## config.mk

```make
export PLATFORM = sky130hd
export DESIGN_NAME = pipelined_skip_adder
export DESIGN_NICKNAME = d
export VERILOG_FILES = /design/src/rtl/pipelined_skip_adder.sv
export SDC_FILE = /design/constraint.sdc
export NUM_CORES = 1
export LEC_CHECK = 0
export BUFFER_PORTS_ARGS = -buffer_cell sky130_fd_sc_hd__buf_2
export CAP_MARGIN = 10
export CORE_MARGIN = 5
export CORE_UTILIZATION = 61
export CTS_BUF_LIST = sky130_fd_sc_hd__clkbuf_8
export CTS_CLUSTER_SIZE = 10
export DETAILED_ROUTE_END_ITERATION = 6
export GPL_TIMING_DRIVEN = 0
export PLACE_DENSITY = 0.92
export SLEW_MARGIN = 40
export SYNTH_ARGS = -nofsm -noshare
export SYNTH_HDL_FRONTEND = slang
export SYNTH_SLANG_ARGS = --single-unit
```

## constraint.sdc

```tcl
create_clock -name clk -period 18.59 [get_ports clk]
set_input_delay 0 -clock clk [delete_from_list [all_inputs] [get_ports clk]]
set_output_delay 0 -clock clk [all_outputs]
set_load 0.01 [all_outputs]
```

## src/rtl/pipelined_skip_adder.sv

```systemverilog
// -----------------------------------------------------------------------------
// pipelined_skip_adder
//   Parametrised pipelined carry-skip adder/subtractor with valid/ready
//   handshake on both sides and registered outputs.
//
//   Each of the STAGES pipeline stages adds WIDTH/STAGES bits using a chain of
//   BLK-bit carry-skip blocks.
//   - Upper operand slices ride forward in skew registers.
//   - Finished lower sum slices ride forward in de-skew registers.
//   The result therefore leaves the last stage aligned.
//
// Parameters
//   WIDTH   operand/sum width; WIDTH % (BLK*STAGES) must be 0
//   BLK     bits per carry-skip block
//   STAGES  pipeline register stages (>= 1)
//
// Ports
//   clk, rst_n          rising-edge clock, asynchronous active-low reset
//   in_valid/in_ready   operand handshake; in_ready is combinational
//   a, b, ci, sub       operands; sub=1 computes a-b (ci ignored)
//   out_valid/out_ready result handshake
//   s, co               registered sum/difference and carry-out
//                       (for sub, co=1 means no borrow)
//   ovf                 signed overflow, present only with OVF_DETECT_EN
//
// Build option
//   OVF_DETECT_EN       adds the ovf output and its logic
// -----------------------------------------------------------------------------
module pipelined_skip_adder #(
  parameter int unsigned WIDTH  = 32,
  parameter int unsigned BLK    = 4,
  parameter int unsigned STAGES = 2
) (
  input  logic             clk,
  input  logic             rst_n,
  input  logic             in_valid,
  output logic             in_ready,
  input  logic [WIDTH-1:0] a,
  input  logic [WIDTH-1:0] b,
  input  logic             ci,
  input  logic             sub,
  output logic             out_valid,
  input  logic             out_ready,
  output logic [WIDTH-1:0] s,
  output logic             co
`ifdef OVF_DETECT_EN
  ,
  output logic             ovf
`endif
);

  localparam int unsigned SW = WIDTH / STAGES;  // bits per stage
  localparam int unsigned NB = SW / BLK;        // skip blocks per stage

  logic [WIDTH-1:0]  w_b_eff;
  logic              w_cin0;
  logic [STAGES-1:0] w_v;    // per-stage valid, last bit is out_valid
  logic [STAGES-1:0] w_ld;   // per-stage load enable

  logic              r_out_valid;
  logic [WIDTH-1:0]  r_s;
  logic              r_co;
`ifdef OVF_DETECT_EN
  logic              r_ovf;
`endif

  // Subtract is a + ~b + 1.
  assign w_b_eff = sub ? ~b : b;
  assign w_cin0  = sub | ci;

  // A stage may load when it is empty or its successor loads this cycle.
  always_comb begin : p_ld
    logic acc;
    w_ld = '0;
    acc  = !w_v[STAGES-1] || out_ready;
    w_ld[STAGES-1] = acc;
    for (int k = int'(STAGES) - 2; k >= 0; k--) begin
      acc     = !w_v[k] || acc;
      w_ld[k] = acc;
    end
  end

  assign in_ready = w_ld[0];

  for (genvar k = 0; k < STAGES; k++) begin : g_stg
    logic [SW-1:0] w_a_sl;
    logic [SW-1:0] w_b_sl;
    logic [SW-1:0] w_sum;
    logic          w_cin;
    logic          w_cout;
    logic          w_vin;

    // Operand slice and carry for this stage.
    // Stage 0 takes them from the ports; later stages take them from the
    // previous stage's skew registers.
    if (k == 0) begin : g_src
      assign w_a_sl = a[SW-1:0];
      assign w_b_sl = w_b_eff[SW-1:0];
      assign w_cin  = w_cin0;
      assign w_vin  = in_valid;
    end else begin : g_src
      assign w_a_sl = g_stg[k-1].g_reg.r_ah[SW-1:0];
      assign w_b_sl = g_stg[k-1].g_reg.r_bh[SW-1:0];
      assign w_cin  = g_stg[k-1].g_reg.r_c;
      assign w_vin  = w_v[k-1];
    end

    // Carry-skip chain: ripple inside a block.
    // A fully propagating block passes its carry-in straight through.
    always_comb begin : p_skip
      logic c_blk;
      logic c_rip;
      logic p_blk;
      logic x;
      w_sum = '0;
      c_blk = w_cin;
      c_rip = 1'b0;
      p_blk = 1'b0;
      x     = 1'b0;
      for (int j = 0; j < int'(NB); j++) begin
        c_rip = c_blk;
        p_blk = 1'b1;
        for (int i = 0; i < int'(BLK); i++) begin
          x                      = w_a_sl[j*int'(BLK)+i] ^ w_b_sl[j*int'(BLK)+i];
          w_sum[j*int'(BLK)+i]   = x ^ c_rip;
          c_rip                  = (w_a_sl[j*int'(BLK)+i] & w_b_sl[j*int'(BLK)+i]) | (x & c_rip);
          p_blk                  = p_blk & x;
        end
        c_blk = p_blk ? c_blk : c_rip;
      end
      w_cout = c_blk;
    end

    if (k < STAGES - 1) begin : g_reg
      localparam int unsigned LW = (k + 1) * SW;  // finished low sum bits
      localparam int unsigned HW = WIDTH - LW;    // operand bits still to add

      logic          r_v;
      logic          r_c;
      logic [LW-1:0] r_lo;
      logic [HW-1:0] r_ah;
      logic [HW-1:0] r_bh;

      logic [LW-1:0] w_lo_nxt;
      logic [HW-1:0] w_ah_nxt;
      logic [HW-1:0] w_bh_nxt;

      if (k == 0) begin : g_fwd
        assign w_lo_nxt = w_sum;
        assign w_ah_nxt = a[WIDTH-1:SW];
        assign w_bh_nxt = w_b_eff[WIDTH-1:SW];
      end else begin : g_fwd
        assign w_lo_nxt = {w_sum, g_stg[k-1].g_reg.r_lo};
        assign w_ah_nxt = g_stg[k-1].g_reg.r_ah[WIDTH-k*SW-1:SW];
        assign w_bh_nxt = g_stg[k-1].g_reg.r_bh[WIDTH-k*SW-1:SW];
      end

      // Intermediate stage register; data only moves with valid payloads.
      always_ff @(posedge clk or negedge rst_n) begin
        if (!rst_n) begin
          r_v  <= 1'b0;
          r_c  <= 1'b0;
          r_lo <= '0;
          r_ah <= '0;
          r_bh <= '0;
        end else if (w_ld[k]) begin
          r_v <= w_vin;
          if (w_vin) begin
            r_c  <= w_cout;
            r_lo <= w_lo_nxt;
            r_ah <= w_ah_nxt;
            r_bh <= w_bh_nxt;
          end
        end
      end

      assign w_v[k] = r_v;
    end else begin : g_out
      logic [WIDTH-1:0] w_s_nxt;

      if (k == 0) begin : g_fwd
        assign w_s_nxt = w_sum;
      end else begin : g_fwd
        assign w_s_nxt = {w_sum, g_stg[k-1].g_reg.r_lo};
      end

`ifdef OVF_DETECT_EN
      logic w_ovf_nxt;
      // Carry into the MSB is recovered as a^b^sum at the MSB, so the chain
      // needs no extra tap.
      assign w_ovf_nxt = w_a_sl[SW-1] ^ w_b_sl[SW-1] ^ w_sum[SW-1] ^ w_cout;
`endif

      // Output register; holds while the consumer stalls.
      always_ff @(posedge clk or negedge rst_n) begin
        if (!rst_n) begin
          r_out_valid <= 1'b0;
          r_s         <= '0;
          r_co        <= 1'b0;
`ifdef OVF_DETECT_EN
          r_ovf       <= 1'b0;
`endif
        end else if (w_ld[k]) begin
          r_out_valid <= w_vin;
          if (w_vin) begin
            r_s  <= w_s_nxt;
            r_co <= w_cout;
`ifdef OVF_DETECT_EN
            r_ovf <= w_ovf_nxt;
`endif
          end
        end
      end

      assign w_v[k] = r_out_valid;
    end
  end

  assign out_valid = r_out_valid;
  assign s         = r_s;
  assign co        = r_co;
`ifdef OVF_DETECT_EN
  assign ovf       = r_ovf;
`endif

endmodule

```

==> impl_metrics.toml, run 1 <==
[worst_setup_path]
crit_start = "sub"
critPathKind = "input pin to register"
startpoint_type = "input pin"
arrival_ps = 8670
timing.rr.start = "g_stg[0].g_reg.r_c"
worst_setup_path_end_kind = "register"
required_worst_endpoint_ps = 18830
crit-reg2reg-capture = "s[31]"
crit_path_end = "g_stg[0].g_reg.r_lo[15]"
r2r_slack_ps = 11070
reg2regPathDepth = 25
critPathMaxFanout = 10

[timing]
grt_setup_unrepaired = "no"
hold_violations = 0
setup_viol_count_final = 0
layout_worst_path_cycle_share = 0.453
worst_tran_pin_value_ps = 396
fmaxAchievable_mhz = 119
layout_setup_ws_ps = 10160
slew_headroom = 0.736
finalClockSkew_ps = 11.2
fin_setup_tns_ps = 0
whs_ps = 17.8
final-max-slew-violation-count = 0
finalWorstPathRequiredPeriod_ps = 8430

[clock_tree]
ctsRootBufferMaster = "sky130_fd_sc_hd__clkbuf_8"
clock_tree.htree_level_count = 3
max-clock-path-buffers = 2
clkLatencyLatePin_ps = 350
worst_setup_hold_path_clk_slew_ps = 80
numCtsBuffers = 9
postCtsResizedCells = 0
cts_num_sinks = 84
clock_tree_from_tritoncts = "built"

[placement]
placement.cell_area_um2 = 5380
gp_congestion = 0.818
pre_cts_slack_ps = 9740
place.detailed.hpwl_um = 7840
io_buffers = 103
placed_cells_incl_taps = 588

[layout]
antenna-diode-count = 0
layoutNonFillerInstCount = 639
utilization = 0.783
drive_above_1_share = 0.264
syn2layout_area_growth_pct = 26.4
final_standard_cell_area_without_fillers_um2 = 5950
design.final.nets = 666

[pwr]
report.power.total_uw = 620
seq_power_share = 0.441
worst_ir_drop_vdd_mv = 0.0524
clock_power_share = 0.233
p_switching_uw = 211
power_per_cell_area_nw_per_um2 = 104
leakagePower_nw = 2.95
p_int_uw = 409
logic_gate_share_of_total_power = 0.326
switching_share = 0.340

[synthesis]
synth.top_cells.by_area = "sky130_fd_sc_hd__dfrtp_1 45%, sky130_fd_sc_hd__fa_1 14%, sky130_fd_sc_hd__mux2_1 11%"
yosys_register_bits = 84
synth_largest_type_area_fraction = 0.446
syn_area_um2 = 4710
synth_nets = 516
synth.avg_cell_area_um2 = 12.3
synth-seq-area-share = 0.446
yosys.area.top_type = "sky130_fd_sc_hd__dfrtp_1"
synthTopCellsByCount = "84 x sky130_fd_sc_hd__dfrtp_1, 47 x sky130_fd_sc_hd__mux2_1, 40 x sky130_fd_sc_hd__inv_1"
yosysMostFrequentCell = "sky130_fd_sc_hd__dfrtp_1"
netlist-cell-type-count = 26
dominantRegCellSynth = "sky130_fd_sc_hd__dfrtp_1"
synth_warnings = 0
synth_edf_count = 0
asyncSetResetFlopFracSynth = 1.00
number_of_cells_produced_by_synthesis = 382

[floorplanning]
io-pin-count = 105
placeableCoreArea_um2 = 7610
die_y_um = 97.9
dieArea_um2 = 9580
initial_utilization = 0.619
floorplan.die.width_um = 97.9
placement_rows = 32

[detailed_routing]
avgRoutedWirePerCell_um = 17.3
drt_iter0_drc = 131
detail_route.first_pass.iterations = 4
overall_via_count_from_detail_route = 3336
detail_route.vias_per_cell = 5.22
detail_route.drc_violations = 0
drt_wl_total_um = 11000
ant_nets = 0

[worst_hold_path]
hold_class = "input pin to register"

[global_routing]
grt_start_max_net_pins = 44
antenna_found_initial = 0
grt_use_total = 0.247
overflow = 0
grt_pass1_wl_um = 18600
grt_pass1_vias = 3897

[status]
result_of_the_run = "completed"

[flow_run]
drv_cap = 0
[critical path, cell delays in order]
cell                       delay (ps)
sky130_fd_sc_hd__buf_4            120
sky130_fd_sc_hd__buf_2            290
sky130_fd_sc_hd__xor2_1           230
sky130_fd_sc_hd__inv_1             80
sky130_fd_sc_hd__fa_1             390
sky130_fd_sc_hd__fa_1             430
sky130_fd_sc_hd__fa_1             440
sky130_fd_sc_hd__fa_1             410
sky130_fd_sc_hd__mux2i_1          310
sky130_fd_sc_hd__inv_1            110
sky130_fd_sc_hd__fa_1             410
sky130_fd_sc_hd__fa_1             440
sky130_fd_sc_hd__fa_1             440
sky130_fd_sc_hd__fa_1             400
sky130_fd_sc_hd__nand2_1          100
sky130_fd_sc_hd__o21ai_0          120
sky130_fd_sc_hd__fa_1             410
sky130_fd_sc_hd__fa_1             430
sky130_fd_sc_hd__fa_1             420
sky130_fd_sc_hd__fa_1             410
sky130_fd_sc_hd__nand2_1           90
sky130_fd_sc_hd__o221ai_2         140
sky130_fd_sc_hd__fa_1             450
sky130_fd_sc_hd__fa_1             430
sky130_fd_sc_hd__fa_1             390
sky130_fd_sc_hd__inv_1             80
sky130_fd_sc_hd__fa_1             410
sky130_fd_sc_hd__mux2_1           280
[per-layer routing]
metal	part of all wire	vias to the layer above	global-route usage	wire length, µm
met2	0.54	111	0.462	6010
met4	0.038	0	0.116	421
met3	0.049	32	0.0471	546
li1	-	1521	-	-
met1	0.37	1672	0.265	4060
met5	0	-	0	0
[layout by cell type, fill, tap and decap left out, drive strengths merged]
master	count
a22o	1
ha	32
clkinv	1
or2	1
inv	41
o21ai	34
bufinv	2
o221ai	1
xnor2	14
nand2	37
clkbuf	9
fa	32
dlygate4sd3	35
xor2	18
buf	119
clkinvlp	3
mux2	48
nand4	8
dfrtp	84
mux2i	1
nand2b	3
nor2	4
nand3b	2
a21boi	1
a21oi	6
[power by group through the flow]
| stage | clock network, mW | logic (mW) | registers [mW] |
|---|---|---|---|
| CTS | 0.145 | 0.202 | 0.273 |
| finish | 0.144 | 0.202 | 0.274 |
| detailed placement | 0 | 0.194 | 0.276 |
| floorplan | 0 | 0.0991 | 0.284 |
| global placement | 0 | 0.181 | 0.271 |
| global route | 0.153 | 0.230 | 0.280 |
[state kept, by name, summed over array words and instances, names as in the netlist]
register          cells
g_stg.g_reg.r_v       1
g_stg.g_reg.r_bh     16
g_stg.g_reg.r_lo     16
g_stg.g_reg.r_ah     16
co                    1
g_stg.g_reg.r_c       1
out_valid             1
s                    32
[layout make-up]
class                      count  area [µm²]
inverter                      40         150
clock buffer                   9         124
fill                         457        1650
timing repair buffer         139         892
sequential                    84        2100
clock inverter                 7         100
buffer                        15        87.6
multi-input combinational    243        2370
tap                          102         128
[logic make-up after synthesis]
family / count (synthesis) / share of synthesized area
AO/OA/AOI/OAI: 43 / 0.0507
XOR/XNOR: 32 / 0.0595
adder cells (fa/ha/maj): 64 / 0.221
buffers and inverters: 55 / 0.0505
flip-flops: 84 / 0.446
multiplexers: 49 / 0.118
AND/OR/NAND/NOR: 55 / 0.0542
[worst min path at each step]
| stage | startpoint | endpoint | depth (start not counted) |
|---|---|---|---|
| 2_1_floorplan | rst_n | co | 0 |
| 3_3_place_gp | a[26] | g_stg[0].g_reg.r_ah[10] | 2 |
| 3_5_place_dp | rst_n | s[22] | 1 |
| 4_1_cts | sub | g_stg[0].g_reg.r_bh[15] | 4 |
| 5_1_grt | sub | g_stg[0].g_reg.r_bh[15] | 4 |
| 6_report | sub | g_stg[0].g_reg.r_bh[15] | 4 |
[repair_timing]
action	CTS	global route
hold buffers	35	0
setup buffers	0	0
endpoints found under the hold margin	117	0
setup endpoints to repair	0	0
Power figures use the tool's default switching activity.
==> run 2, diff against run 1 <==
--- a/config.mk
+++ b/config.mk
@@ -8,12 +8,12 @@
 export BUFFER_PORTS_ARGS = -buffer_cell sky130_fd_sc_hd__buf_2
 export CAP_MARGIN = 10
 export CORE_MARGIN = 5
-export CORE_UTILIZATION = 61
+export CORE_UTILIZATION = 51
 export CTS_BUF_LIST = sky130_fd_sc_hd__clkbuf_8
 export CTS_CLUSTER_SIZE = 10
 export DETAILED_ROUTE_END_ITERATION = 6
 export GPL_TIMING_DRIVEN = 0
-export PLACE_DENSITY = 0.92
+export PLACE_DENSITY = 0.83
 export SLEW_MARGIN = 40
 export SYNTH_ARGS = -nofsm -noshare
 export SYNTH_HDL_FRONTEND = slang
==> constraint.sdc (replaced) <==
create_clock -name clk -period 6.9 [get_ports clk]
set_input_delay 0 -clock clk [delete_from_list [all_inputs] [get_ports clk]]
set_output_delay 0 -clock clk [all_outputs]
set_load 0.01 [all_outputs]
==> run 2 against run 1 <==
Against the previous run:
- hold slack improved by 12 ps
- clock power increased to 2.6 times the previous value
- sequential share of layout area decreased by 2.0 points
- routed wire length decreased by 0.34%
- count of clock-buffer cells in the layout unchanged
- largest cell class unchanged
- largest power group unchanged
==> impl_metrics.toml, run 2 (synthesized netlist as in run 1, its figures left out) <==
[status]
result_of_the_run = "completed"

[detailed_routing]
drt_wl_total_um = 11000
drt_iter0_drc = 113
ant_nets = 0
detail_route.first_pass.iterations = 4
avgRoutedWirePerCell_um = 16.4
detail_route.vias_per_cell = 5.00
overall_via_count_from_detail_route = 3353
detail_route.drc_violations = 0

[layout]
final.fill_count = 627
syn2layout_area_growth_pct = 33.9
final_standard_cell_area_without_fillers_um2 = 6300
layout.cells.most_common = "sky130_fd_sc_hd__buf_2"
drive_above_1_share = 0.386
layoutNonFillerInstCount = 671
largest_register_ffs = 32
design.final.nets = 690
final_cell_mix = "111 x sky130_fd_sc_hd__buf_2, 84 x sky130_fd_sc_hd__dfrtp_1, 46 x sky130_fd_sc_hd__mux2_1"
utilization = 0.692
antenna-diode-count = 0

[worst_setup_path]
worst_setup_path_end_kind = "register"
required_worst_endpoint_ps = 7180
critPathMaxFanout = 2
critPathKind = "register to register"
startpoint_type = "register"
arrival_ps = 7160

[floorplanning]
placeableCoreArea_um2 = 9110
initial_utilization = 0.517
dieArea_um2 = 11300
placement_rows = 35
die_y_um = 106
floorplan.die.width_um = 106
io-pin-count = 105

[pwr]
worst_ir_drop_vdd_mv = 0.117
logic_gate_share_of_total_power = 0.362
report.power.total_mw = 1.75
switching_share = 0.334
clock_power_share = 0.217
p_int_mw = 1.16
leakagePower_nw = 3.05
p_switching_uw = 584
seq_power_share = 0.422
power_per_cell_area_nw_per_um2 = 277

[clock_tree]
clock_tree.htree_level_count = 3
max-clock-path-buffers = 2
worst_setup_hold_path_clk_slew_ps = 80
numCtsBuffers = 9
ctsRootBufferMaster = "sky130_fd_sc_hd__clkbuf_8"
cts_num_sinks = 84
clkLatencyLatePin_ps = 350
clock_tree_from_tritoncts = "built"

[placement]
io_buffers = 103
placed_cells_incl_taps = 597
place.detailed.hpwl_um = 7730
placement.cell_area_um2 = 5490
pre_cts_slack_ps = -460
gp_congestion = 0.784

[global_routing]
grt_pass1_vias = 3794
overflow = 0
grt_start_max_net_pins = 59
grt_pass1_wl_um = 18100
antenna_found_initial = 0
grt_use_total = 0.206

[timing]
final-max-slew-violation-count = 0
finalWorstPathRequiredPeriod_ps = 6890
fmaxAchievable_mhz = 145
layout_setup_ws_ps = 14.8
layout_worst_path_cycle_share = 0.998
hold_violations = 0
grt_setup_unrepaired = "yes"
worst_tran_pin_value_ps = 345
slew_headroom = 0.769
finalClockSkew_ps = 10.5
setup_viol_count_final = 0

[flow_run]
drv_cap = 0

[worst_hold_path]
hold_class = "input pin to register"
==> run 2: metal layers <==
| layer | up-vias | routed length (µm) | GRT usage | part of all wire |
|---|---|---|---|---|
| li1 | 1570 | - | - | - |
| met1 | 1666 | 4370 | 0.237 | 0.40 |
| met2 | 92 | 5920 | 0.383 | 0.54 |
| met3 | 25 | 432 | 0.0304 | 0.039 |
| met4 | 0 | 276 | 0.0823 | 0.025 |
| met5 | - | 0 | 0 | 0 |
==> run 2: path summary, 6_finish.rpt <==
| kind | from | to | slack [ps] | cells past startpoint |
|---|---|---|---|---|
| setup / recovery | g_stg[0].g_reg.r_c | s[31] | 10 | 25 |
| hold / removal | sub | g_stg[0].g_reg.r_bh[15] | 30 | 4 |
| setup reg to reg | g_stg[0].g_reg.r_c | s[31] | 10 | 25 |
| hold reg to reg | g_stg[0].g_reg.r_lo[2] | s[2] | 490 | 1 |
| max in group asynchronous | rst_n | g_stg[0].g_reg.r_lo[4] | 6270 | 3 |
| min in group asynchronous | rst_n | s[21] | 70 | 2 |
==> run 2: power groups by stage <==
stage,Sequential (mW),Combinational [mW],Clock (mW)
after detailed placement,0.746,0.535,0
after global placement,0.735,0.505,0
after floorplan,0.767,0.280,0
final,0.737,0.632,0.379
after CTS,0.736,0.611,0.386
after global routing,0.757,0.709,0.404
==> run 2: cell type report <==
type / count / area [µm²] / area share
Clock inverter: 6 / 90.1 / 0.0143
Multi-Input combinational cell: 243 / 2510 / 0.398
Timing Repair Buffer: 164 / 1090 / 0.173
Sequential cell: 84 / 2100 / 0.333
Buffer: 14 / 95.1 / 0.0151
Clock buffer: 9 / 124 / 0.0196
Inverter: 40 / 150 / 0.0238
Tap cell: 111 / 139 / 0.0220
==> run 2: what timing repair did <==
action / CTS / global route
gates cloned: 0 / 0
hold buffers: 36 / 0
endpoints found under the hold margin: 118 / 0
gates resized for setup: 14 / 15
endpoints found under the setup margin: 4 / 4
pin swaps: 7 / 8
buffers inserted: 21 / 5
==> run 2: per-stage QoR <==
step | setup TNS [ps] | hold WS [ps]
2_1_floorplan | -124 | -296
3_3_place_gp | -855 | 212
3_5_place_dp | -1440 | -118
4_1_cts | -42.5 | 59.2
5_1_grt | -415 | 72.1
6_report | 0 | 29.7
==> run 2: critical path, stage by stage, from the launching register on <==
cell and delay (ps):
sky130_fd_sc_hd__dfrtp_1 390, sky130_fd_sc_hd__inv_2 80, sky130_fd_sc_hd__fa_2 200, sky130_fd_sc_hd__inv_2 40
sky130_fd_sc_hd__fa_2 330, sky130_fd_sc_hd__fa_2 350, sky130_fd_sc_hd__fa_2 330, sky130_fd_sc_hd__mux2_4 290
sky130_fd_sc_hd__fa_2 350, sky130_fd_sc_hd__fa_2 360, sky130_fd_sc_hd__fa_2 350, sky130_fd_sc_hd__fa_2 370
sky130_fd_sc_hd__inv_2 100, sky130_fd_sc_hd__a21oi_2 80, sky130_fd_sc_hd__fa_2 350, sky130_fd_sc_hd__fa_2 350
sky130_fd_sc_hd__fa_2 340, sky130_fd_sc_hd__fa_2 340, sky130_fd_sc_hd__nand2_2 90, sky130_fd_sc_hd__nand2_2 60
sky130_fd_sc_hd__fa_2 350, sky130_fd_sc_hd__fa_2 350, sky130_fd_sc_hd__fa_2 350, sky130_fd_sc_hd__inv_2 70
sky130_fd_sc_hd__fa_2 430, sky130_fd_sc_hd__o21ai_2 120
==> run 3, diff against run 2 <==
--- a/config.mk
+++ b/config.mk
@@ -5,13 +5,14 @@
 export SDC_FILE = /design/constraint.sdc
 export NUM_CORES = 1
 export LEC_CHECK = 0
-export BUFFER_PORTS_ARGS = -buffer_cell sky130_fd_sc_hd__buf_2
+export BUFFER_PORTS_ARGS = -buffer_cell sky130_fd_sc_hd__buf_4
 export CAP_MARGIN = 10
 export CORE_MARGIN = 5
 export CORE_UTILIZATION = 51
 export CTS_BUF_LIST = sky130_fd_sc_hd__clkbuf_8
 export CTS_CLUSTER_SIZE = 10
 export DETAILED_ROUTE_END_ITERATION = 6
+export GPL_ROUTABILITY_DRIVEN = 0
 export GPL_TIMING_DRIVEN = 0
 export PLACE_DENSITY = 0.83
 export SLEW_MARGIN = 40
==> run 3 against run 2 <==
Against the previous run:
- sequential power hardly changed
- utilization is 1.3 points higher
- final cell count is 2.1% lower
- first-iteration DRC count stayed put
- die area stayed put
- power is 0.96% higher
- worst setup slack worse by 9.5 ps
- hold slack better by 8.2 ps
- combinational power is 0.8% higher
- largest cell class unchanged
==> impl_metrics.toml, run 3 (synthesized netlist as in run 1, its figures left out) <==
[status]
result_of_the_run = "completed"

[detailed_routing]
detail_route.first_pass.iterations = 4
drt_iter0_drc = 113
avgRoutedWirePerCell_um = 16.4
drt_wl_total_um = 10800
overall_via_count_from_detail_route = 3298
ant_nets = 0
detail_route.vias_per_cell = 5.02
detail_route.drc_violations = 0

[global_routing]
grt_start_max_net_pins = 85
grt_pass1_vias = 3613
overflow = 0
grt_pass1_wl_um = 17700
grt_use_total = 0.201
antenna_found_initial = 0

[timing]
finalClockSkew_ps = 13.2
final-max-slew-violation-count = 0
grt_setup_unrepaired = "yes"
fin_setup_tns_ps = 0
setup_viol_count_final = 0
hold_violations = 0
worst_tran_pin_value_ps = 358
finalWorstPathRequiredPeriod_ps = 6890
fmaxAchievable_mhz = 145
slew_headroom = 0.760
layout_worst_path_cycle_share = 0.999

[clock_tree]
numCtsBuffers = 9
clock_tree_from_tritoncts = "built"
ctsRootBufferMaster = "sky130_fd_sc_hd__clkbuf_8"
cts_num_sinks = 84
worst_setup_hold_path_clk_slew_ps = 90
clkLatencyLatePin_ps = 350
clock_tree.htree_level_count = 3
max-clock-path-buffers = 2

[floorplanning]
placement_rows = 35
placeableCoreArea_um2 = 9110
dieArea_um2 = 11300
floorplan.die.width_um = 106
io-pin-count = 105
die_y_um = 106
initial_utilization = 0.517

[pwr]
power_per_cell_area_nw_per_um2 = 275
leakagePower_nw = 3.06
worst_ir_drop_vdd_mv = 0.111

[placement]
placement.cell_area_um2 = 5710
io_buffers = 103
place.detailed.hpwl_um = 7820

[layout]
design.final.nets = 675
drive_above_1_share = 0.357
layout.cells.most_common = "sky130_fd_sc_hd__buf_4"
final_standard_cell_area_without_fillers_um2 = 6420
antenna-diode-count = 0
final_cell_mix = "115 x sky130_fd_sc_hd__buf_4, 84 x sky130_fd_sc_hd__dfrtp_1, 46 x sky130_fd_sc_hd__mux2_1"
largest_register_ffs = 32
syn2layout_area_growth_pct = 36.4

[flow_run]
drv_cap = 0

[worst_hold_path]
hold_class = "input pin to register"

[worst_setup_path]
critical_path.slowest_cell = "sky130_fd_sc_hd__dfrtp_1"
cp_common_cell = "sky130_fd_sc_hd__fa_2"
critPathKind = "register to register"
delay_of_the_slowest_critical_path_stage_ps = 400
startpoint_type = "register"
arrival_ps = 7170
worst_setup_path_end_kind = "register"
critPathMaxFanout = 2
required_worst_endpoint_ps = 7170
[run 3: layout make-up]
cell class,instances,area [µm²]
plain buffers,14,95.1
flip-flops and latches,84,2100
multi-input cells,243,2480
clock inverters,7,97.6
clock buffers,9,124
fillers,624,2690
inverters,40,150
well taps,111,139
repair buffers,149,1230
[run 3: final timing paths]
check,start,endpoint,slack (ps),depth (start not counted)
max in group asynchronous,rst_n,g_stg[0].g_reg.r_ah[1],6270,3
max reg2reg,g_stg[0].g_reg.r_c,s[31],5,25
min reg2reg,g_stg[0].g_reg.r_lo[12],s[12],490,1
min in group asynchronous,rst_n,s[22],50,2
min,sub,g_stg[0].g_reg.r_bh[0],40,4
max,g_stg[0].g_reg.r_c,s[31],5,25
[run 3: repair_timing]
| item | 4_1_cts | 5_1_grt |
|---|---|---|
| pin swaps | 0 | 4 |
| buffers inserted | 3 | 6 |
| endpoints found under the setup margin | 4 | 4 |
| hold endpoints to repair | 118 | 0 |
| gates resized for setup | 8 | 12 |
| hold buffers | 36 | 0 |
[run 3: layer usage]
layer / wire length (µm) / global-route usage / vias to the layer above
met1: 4270 / 0.240 / 1659
met4: 195 / 0.0759 / 0
met3: 407 / 0.0273 / 18
met5: 0 / 0 / -
met2: 5910 / 0.368 / 80
li1: - / - / 1541
[run 3: worst max-delay path, delay by kind of cell (launching register included)]
family | cells | cell delay [ps]
buffers and inverters | 4 | 290
AND/OR/NAND/NOR | 2 | 140
AO/OA/AOI/OAI | 2 | 190
adder cells (fa/ha/maj) | 16 | 5510
flip-flops | 1 | 400
multiplexers | 1 | 300
[run 3: stage by stage]
step	power (mW)	utilization	instances	setup WS, ps	hold WS [ps]
after floorplan	1.05	-	382	-124	-296
after detailed placement	1.34	0.627	596	-528	97.4
final	1.76	0.705	657	5.25	37.9
after global routing	1.89	0.705	657	-203	51.6
after CTS	1.76	0.695	650	-35.1	41.3
after global placement	1.30	0.627	596	-379	208
[run 3: power breakdown]
part | internal, mW | leakage [nW] | total, mW | switching (mW)
clock network | 0.206 | 0.106 | 0.388 | 0.182
logic | 0.346 | 1.95 | 0.637 | 0.291
registers | 0.638 | 1.00 | 0.740 | 0.102
